--- src/rtl/reg_file_master_if.sv ---
// ---------------------------------------------------------------------------
// reg_file_master_if
//   Command / response bundle between a host controller and reg_file_master.
//   One command is offered per handshake (cmd_valid && cmd_ready); the block
//   answers with a single-cycle rsp_valid pulse that cannot be back-pressured.
//
//   Signals
//     cmd_valid  host -> block   command present
//     cmd_ready  block -> host   block idle and able to accept
//     cmd_op     host -> block   00 WRITE, 01 READ, 10 ALU, 11 FILL
//     cmd_rd     host -> block   destination / FILL end index
//     cmd_rs     host -> block   source A / FILL start index
//     cmd_rt     host -> block   source B (ALU)
//     cmd_data   host -> block   WRITE data / FILL base / ALU func in [1:0]
//     rsp_valid  block -> host   completion pulse
//     rsp_data   block -> host   result value
//     rsp_zero   block -> host   rsp_data == 0
//
//   Modports: master = host side, slave = reg_file_master side.
// ---------------------------------------------------------------------------
interface reg_file_master_if;
  logic        cmd_valid;
  logic        cmd_ready;
  logic [1:0]  cmd_op;
  logic [4:0]  cmd_rd;
  logic [4:0]  cmd_rs;
  logic [4:0]  cmd_rt;
  logic [31:0] cmd_data;
  logic        rsp_valid;
  logic [31:0] rsp_data;
  logic        rsp_zero;

  modport master (
    output cmd_valid, cmd_op, cmd_rd, cmd_rs, cmd_rt, cmd_data,
    input  cmd_ready, rsp_valid, rsp_data, rsp_zero
  );

  modport slave (
    input  cmd_valid, cmd_op, cmd_rd, cmd_rs, cmd_rt, cmd_data,
    output cmd_ready, rsp_valid, rsp_data, rsp_zero
  );
endinterface

--- src/rtl/reg_file_master.sv ---
// ---------------------------------------------------------------------------
// reg_file_master
//   Command-driven initiator for a 32x32 register file. Accepts one command
//   at a time and turns it into register-file port activity:
//     WRITE  R[rd] = data
//     READ   returns R[rs]
//     ALU    R[rd] = R[rs] op R[rt]   (op = data[1:0]: add, sub, and, or)
//     FILL   R[rs..rd] = base, base+FILL_STEP, ...  (one write per cycle)
//
//   Ports
//     clk_Regs   clock shared with the register file
//     rst_n      asynchronous active-low reset (aborts any command in flight)
//     host       command / response bundle (slave side)
//     Reg_Write  register-file write enable
//     R_Addr_A   read port A address (= rs of the current command)
//     R_Addr_B   read port B address (= rt of the current command)
//     W_Addr     write address
//     W_Data     write data
//     R_Data_A   read port A data (combinational from the register file)
//     R_Data_B   read port B data
// ---------------------------------------------------------------------------
module reg_file_master #(
  parameter logic [31:0] FILL_STEP = 32'd1
) (
  input  logic                    clk_Regs,
  input  logic                    rst_n,
  reg_file_master_if.slave        host,
  output logic                    Reg_Write,
  output logic [4:0]              R_Addr_A,
  output logic [4:0]              R_Addr_B,
  output logic [4:0]              W_Addr,
  output logic [31:0]             W_Data,
  input  logic [31:0]             R_Data_A,
  input  logic [31:0]             R_Data_B
);

  typedef enum logic [2:0] {IDLE, RD, WR, FILL, RSP} state_t;

  localparam logic [1:0] OP_WRITE = 2'b00;
  localparam logic [1:0] OP_READ  = 2'b01;
  localparam logic [1:0] OP_ALU   = 2'b10;
  localparam logic [1:0] OP_FILL  = 2'b11;

  state_t      state, state_next;

  logic [1:0]  op;
  logic [4:0]  rd, rs, rt;
  logic [31:0] data;
  logic [31:0] opa, opb;
  logic [4:0]  idx;
  logic [31:0] fill_val;
  logic [31:0] rsp_data_q;
  logic        rsp_zero_q;

  logic [31:0] alu_result;
  logic        fill_nonempty;
  logic [5:0]  fill_count;

  // Operands come from the RD-stage capture, so rd aliasing rs/rt sees old values.
  always_comb begin
    alu_result = opa + opb;
    case (data[1:0])
      2'b00:   alu_result = opa + opb;
      2'b01:   alu_result = opa - opb;
      2'b10:   alu_result = opa & opb;
      default: alu_result = opa | opb;
    endcase
  end

  assign fill_nonempty = (rs <= rd);
  assign fill_count    = fill_nonempty ? (({1'b0, rd} - {1'b0, rs}) + 6'd1) : 6'd0;

  // Addresses are the latched command fields; they reset to zero.
  assign R_Addr_A = rs;
  assign R_Addr_B = rt;
  assign W_Addr   = (state == FILL) ? idx : rd;
  assign W_Data   = (state == FILL) ? fill_val : ((op == OP_ALU) ? alu_result : data);

  assign host.rsp_data = rsp_data_q;
  assign host.rsp_zero = rsp_zero_q;

  always_ff @(posedge clk_Regs or negedge rst_n) begin
    if (!rst_n) begin
      state <= IDLE;
    end else begin
      state <= state_next;
    end
  end

  always_comb begin
    state_next     = state;
    Reg_Write      = 1'b0;
    host.cmd_ready = 1'b0;
    host.rsp_valid = 1'b0;
    case (state)
      IDLE: begin
        host.cmd_ready = 1'b1;
        if (host.cmd_valid) begin
          case (host.cmd_op)
            OP_WRITE: state_next = WR;
            OP_FILL:  state_next = FILL;
            default:  state_next = RD;
          endcase
        end
      end
      RD:   state_next = (op == OP_ALU) ? WR : RSP;
      WR: begin
        Reg_Write  = 1'b1;
        state_next = RSP;
      end
      FILL: begin
        // An inverted range spends a single cycle here without writing.
        Reg_Write  = fill_nonempty;
        state_next = (idx < rd) ? FILL : RSP;
      end
      RSP: begin
        host.rsp_valid = 1'b1;
        state_next     = IDLE;
      end
      default: state_next = IDLE;
    endcase
  end

  always_ff @(posedge clk_Regs or negedge rst_n) begin
    if (!rst_n) begin
      op         <= 2'b00;
      rd         <= 5'd0;
      rs         <= 5'd0;
      rt         <= 5'd0;
      data       <= 32'd0;
      opa        <= 32'd0;
      opb        <= 32'd0;
      idx        <= 5'd0;
      fill_val   <= 32'd0;
      rsp_data_q <= 32'd0;
      rsp_zero_q <= 1'b0;
    end else begin
      case (state)
        IDLE: begin
          if (host.cmd_valid) begin
            op       <= host.cmd_op;
            rd       <= host.cmd_rd;
            rs       <= host.cmd_rs;
            rt       <= host.cmd_rt;
            data     <= host.cmd_data;
            idx      <= host.cmd_rs;
            fill_val <= host.cmd_data;
          end
        end
        RD: begin
          opa <= R_Data_A;
          opb <= R_Data_B;
          if (op == OP_READ) begin
            rsp_data_q <= R_Data_A;
            rsp_zero_q <= (R_Data_A == 32'd0);
          end
        end
        WR: begin
          rsp_data_q <= W_Data;
          rsp_zero_q <= (W_Data == 32'd0);
        end
        FILL: begin
          if (idx < rd) begin
            idx      <= idx + 5'd1;
            fill_val <= fill_val + FILL_STEP;
          end else begin
            rsp_data_q <= {26'd0, fill_count};
            rsp_zero_q <= (fill_count == 6'd0);
          end
        end
        default: ;
      endcase
    end
  end

endmodule
--- src/flat_wrapper.sv ---
// flat-port wrapper written by rule: the top's interface ports become plain ports
module reg_file_master_flat 
#(
  parameter logic [31:0] FILL_STEP = 32'd1
)
  (clk_Regs, rst_n, Reg_Write, R_Addr_A, R_Addr_B, W_Addr, W_Data, R_Data_A, R_Data_B, host_cmd_valid, host_cmd_op, host_cmd_rd, host_cmd_rs, host_cmd_rt, host_cmd_data, host_cmd_ready, host_rsp_valid, host_rsp_data, host_rsp_zero);
  reg_file_master_if host_i ();
  input  logic clk_Regs;
  input  logic rst_n;
  output logic Reg_Write;
  output logic [4:0] R_Addr_A;
  output logic [4:0] R_Addr_B;
  output logic [4:0] W_Addr;
  output logic [31:0] W_Data;
  input  logic [31:0] R_Data_A;
  input  logic [31:0] R_Data_B;
  input wire logic [$bits(host_i.cmd_valid)-1:0] host_cmd_valid;
  input wire logic [$bits(host_i.cmd_op)-1:0] host_cmd_op;
  input wire logic [$bits(host_i.cmd_rd)-1:0] host_cmd_rd;
  input wire logic [$bits(host_i.cmd_rs)-1:0] host_cmd_rs;
  input wire logic [$bits(host_i.cmd_rt)-1:0] host_cmd_rt;
  input wire logic [$bits(host_i.cmd_data)-1:0] host_cmd_data;
  output wire logic [$bits(host_i.cmd_ready)-1:0] host_cmd_ready;
  output wire logic [$bits(host_i.rsp_valid)-1:0] host_rsp_valid;
  output wire logic [$bits(host_i.rsp_data)-1:0] host_rsp_data;
  output wire logic [$bits(host_i.rsp_zero)-1:0] host_rsp_zero;
  assign host_i.cmd_valid = host_cmd_valid;
  assign host_i.cmd_op = host_cmd_op;
  assign host_i.cmd_rd = host_cmd_rd;
  assign host_i.cmd_rs = host_cmd_rs;
  assign host_i.cmd_rt = host_cmd_rt;
  assign host_i.cmd_data = host_cmd_data;
  assign host_cmd_ready = host_i.cmd_ready;
  assign host_rsp_valid = host_i.rsp_valid;
  assign host_rsp_data = host_i.rsp_data;
  assign host_rsp_zero = host_i.rsp_zero;
  reg_file_master #(.FILL_STEP(FILL_STEP)) u_core (.clk_Regs(clk_Regs), .rst_n(rst_n), .host(host_i), .Reg_Write(Reg_Write), .R_Addr_A(R_Addr_A), .R_Addr_B(R_Addr_B), .W_Addr(W_Addr), .W_Data(W_Data), .R_Data_A(R_Data_A), .R_Data_B(R_Data_B));
endmodule
--- config.mk ---
export PLATFORM = sky130hd
export DESIGN_NAME = reg_file_master_flat
export DESIGN_NICKNAME = d
export VERILOG_FILES = /design/src/rtl/reg_file_master_if.sv /design/src/rtl/reg_file_master.sv /design/src/flat_wrapper.sv
export SDC_FILE = /design/constraint.sdc
export NUM_CORES = 1
export LEC_CHECK = 0
export CORE_MARGIN = 1.5
export CORE_UTILIZATION = 50
export CTS_CLUSTER_SIZE = 16
export DETAILED_ROUTE_END_ITERATION = 12
export PLACE_DENSITY = 0.78
export SYNTH_ARGS = -nofsm -noshare
export SYNTH_HDL_FRONTEND = slang
export SYNTH_SLANG_ARGS = --single-unit
--- constraint.sdc ---
create_clock -name clk_Regs -period 5.5 [get_ports clk_Regs]
set_clock_uncertainty 0.05 [all_clocks]
set_input_delay 0.825 -clock clk_Regs [delete_from_list [all_inputs] [get_ports clk_Regs]]
set_output_delay 0.825 -clock clk_Regs [all_outputs]
set_load 0.03 [all_outputs]
==> summary.md <==
| Metric | Value |
|---|---|
| Status | `finished, violations left` |
| Failing checks | `negative setup slack` |
| Main synth FF type | `dfrtp_1` |
| Slew @ Worst Pin | `0.989 ns` |
| Initial Util | `51.1%` |
| Core Footprint | `24400 um^2` |
| Commonest non-fill, non-tap cell in the layout | `nand2_1` |
| Final worst setup slack | `-0.210 ns` |
| Reg2reg start | `u_core.opb[4]$_DFFE_PN0P_` |
| Fillers | `2039` |
| Critical Path Sink Type | `output port` |
| Nets@finish | `1904` |
| TritonCTS clock tree | `done` |
| Sequential element share of the synthesized area | `37.4%` |
| Crit-path max FO | `3` |
| Post-synthesis compound-gate area fraction | `22.4%` |
| Clock Latency Late Sink | `0.46 ns` |
| Htree depth | `4` |
| Register bit total from synthesis | `186` |
| Simple-gate share of the synthesized area | `19.2%` |
| EDFF count, synth | `0` |
| Synth area leaders | `dfrtp_1 (37%), nand2_1 (7.5%), a21oi_1 (5.7%)` |
| Worst hold path class | `input port to asynchronous set/reset pin` |
| Via/cell ratio | `6.29` |
| Final Hold Viols | `0` |
| Syn_nets | `1670` |
| Critical Path RT | `4.62 ns` |
| Fmax | `175 MHz` |
| Die height | `161 um` |
| Final setup vio count | `9` |
| Slew Limit Fails | `0` |
| Critical path type | `flop to output port` |
| Clock buffer depth | `2` |
| Arrival @ worst endpoint | `4.83 ns` |
| Mean Syn Cell Area | `8.31 um^2` |
| Area share of fa/ha/maj cells after synthesis | `7.47%` |
| Main combinational cell family by area after synthesis | `compound AO/OA/AOI/OAI gates` |
| Port bufs | `198` |
| RR Endpoint | `u_core.host.rsp_zero$_DFFE_PN0P_` |
| RSZ-0062 raised after global routing | `yes` |
| Syn-to-layout area delta | `33.1%` |
| Post-Syn Instances | `1499` |
| Pin count of the biggest net entering global routing | `119` |
| Commonest non-fill, non-tap cells in the layout | `nand2_1 (242), dfrtp_1 (186), clkdlybuf4s50_1 (173)` |
| Setup crit start | `u_core.opb[4]$_DFFE_PN0P_` |
| Ys async rst share | `100%` |
| Minimum clock period | `5.71 ns` |
| Layout cell share with drive strength beyond 1 | `18.4%` |
| Crit path to | `W_Data[26]` |
| Initial antenna violation count | `2` |
| Post-DP HPWL | `33900 um` |
| Via total after detailed routing | `13026` |
| Final Cycle Share | `104%` |
| Post-synth top area cell | `dfrtp_1` |
| Slew headroom | `34.1%` |
| DRT antenna net count | `0` |
| Multiplexer share of the synthesized area | `5.65%` |
| DIE WIDTH | `161 um` |
| Io pins | `199` |
| Rows | `57` |
| Wirelength per Cell | `22.0 um` |
| Gpl congestion | `0.945` |
| Drt pass-1 iters | `6` |
| Ys Warns | `0` |
| Synth unique cells | `83` |
| Share of the synthesized area in the top cell type | `37.4%` |
| Setup slack, reg-to-reg | `0.25 ns` |
| First-pass GRT wire length | `70700 um` |
| # DRC | `0` |
| Number of global-route vias before repair | `12616` |
| Placed cells | `2020` |
| Overflow after GRT | `0` |
| Design Area, Final | `16600 um^2` |
| Final WL | `45600 um` |
| CP startpoint kind | `flop` |
| Clock transition at path regs | `0.09 ns` |
| Post-DP Area | `15300 um^2` |
| R2R depth | `22` |
| Die Area | `25900 um^2` |
| Total track usage | `35.5%` |
| DRT iter0 DRCs | `1210` |
| Cts bufs inserted | `17` |
| Sink Count | `186` |
| Root buffer cell | `clkbuf_16` |
| Post-Syn Area | `12500 um^2` |
| Final non-filler cell total | `2072` |
| XOR/XNOR Fraction of Synth Area | `3.73%` |
| Max-cap viol count | `0` |
[worst max-delay path, stage by stage, from the launching register on]
cell and delay (ns):
dfrtp_1 0.38, or3_4 0.39, or3b_4 0.39, nor2_2 0.11, nand2_1 0.08, or2_4 0.28
or3_4 0.36, nand2_2 0.07, xor2_1 0.06, ha_2 0.35, buf_6 0.10, nand4_1 0.19
nor3_2 0.21, o21ai_1 0.14, a31oi_2 0.21, buf_4 0.16, nor2_4 0.03, xor2_1 0.16
o211ai_1 0.32, a21boi_1 0.14, inv_1 0.10, buf_6 0.13
[state kept, by name, summed over array words and instances (netlist names), 2 cells and up]
name and count:
u_core.op 2, u_core.state 3, u_core.data 32, u_core.idx 5, u_core.fill_val 32, u_core.R_Addr_A 5
u_core.host.rsp_data 32, u_core.rd 5, u_core.R_Addr_B 5, u_core.opa 32, u_core.opb 32
[routing by layer]
| layer | up-vias | wire [um] | track usage (%) |
|---|---|---|---|
| met5 | - | 0 | 0 |
| met4 | 0 | 2290 | 17.4 |
| met3 | 157 | 3580 | 6.25 |
| met2 | 656 | 22000 | 60.0 |
| met1 | 6344 | 17700 | 43.9 |
| li1 | 5869 | - | - |
[how the worst min path moves through the flow]
stage	start	end	cells after the start
3_3_place_gp	u_core.R_Addr_B[1]$_DFFE_PN0P_	u_core.R_Addr_B[1]$_DFFE_PN0P_	2
2_1_floorplan	u_core.data[14]$_DFFE_PN0P_	u_core.data[14]$_DFFE_PN0P_	2
4_1_cts	u_core.data[5]$_DFFE_PN0P_	u_core.data[5]$_DFFE_PN0P_	2
5_1_grt	u_core.data[5]$_DFFE_PN0P_	u_core.data[5]$_DFFE_PN0P_	2
3_5_place_dp	u_core.data[5]$_DFFE_PN0P_	u_core.data[5]$_DFFE_PN0P_	2
6_report	rst_n	u_core.rd[3]$_DFFE_PN0P_	1
[what timing repair did]
| action | CTS | global route |
|---|---|---|
| pin swaps | 41 | 37 |
| resized for setup | 93 | 42 |
| buffers inserted | 11 | 9 |
| hold buffers | 0 | 0 |
| endpoints found under the setup margin | 20 | 20 |
[cell type report]
type	instances	area, um^2	share of cell area [%]
diodes	2	5.00	0.0302
clock buffers	18	439	2.65
clock inverters	14	150	0.905
inverters	39	146	0.883
multi-input cells	1189	7810	47.1
flip-flops and latches	186	4650	28.1
well taps	324	405	2.44
repair buffers	300	2970	17.9
[synth_stat cells, types with 20 or more instances]
cell type,n
clkbuf_1,67
maj3_1,22
inv_1,38
dfrtp_1,186
o21ai_0,132
o22ai_1,25
a21oi_1,142
nor3_1,27
mux2_2,59
nand3_1,37
xnor2_1,28
nand2_1,248
nor2_1,135
xor2_1,25
ha_1,52
a21o_1,20
[stage by stage]
| step | setup WS [ns] | hold slack (ns) | setup TNS [ns] | util, % |
|---|---|---|---|---|
| 5_1_grt | -0.419 | 0.455 | -3.62 | 68.0 |
| 6_report | -0.210 | 0.413 | -1.07 | 68.0 |
| 3_5_place_dp | -0.120 | 0.408 | -0.518 | 62.8 |
| 3_3_place_gp | -0.0993 | 0.407 | -0.313 | 62.8 |
| 4_1_cts | -0.167 | 0.426 | -1.03 | 67.0 |
| 2_1_floorplan | 0.0314 | 0.390 | 0 | - |
[logic make-up after synthesis]
family                     count (synthesis)
AOI/OAI and AO/OA                        459
xor gates and xnor gates                  53
adders and majority gates                 77
buffers and inverters                    124
DFF                                      186
muxes                                     63
and+or+nand+nor                          537
Power is not shown: default switching activity piles up to over one toggle a cycle in this logic, so the estimate is an artifact.
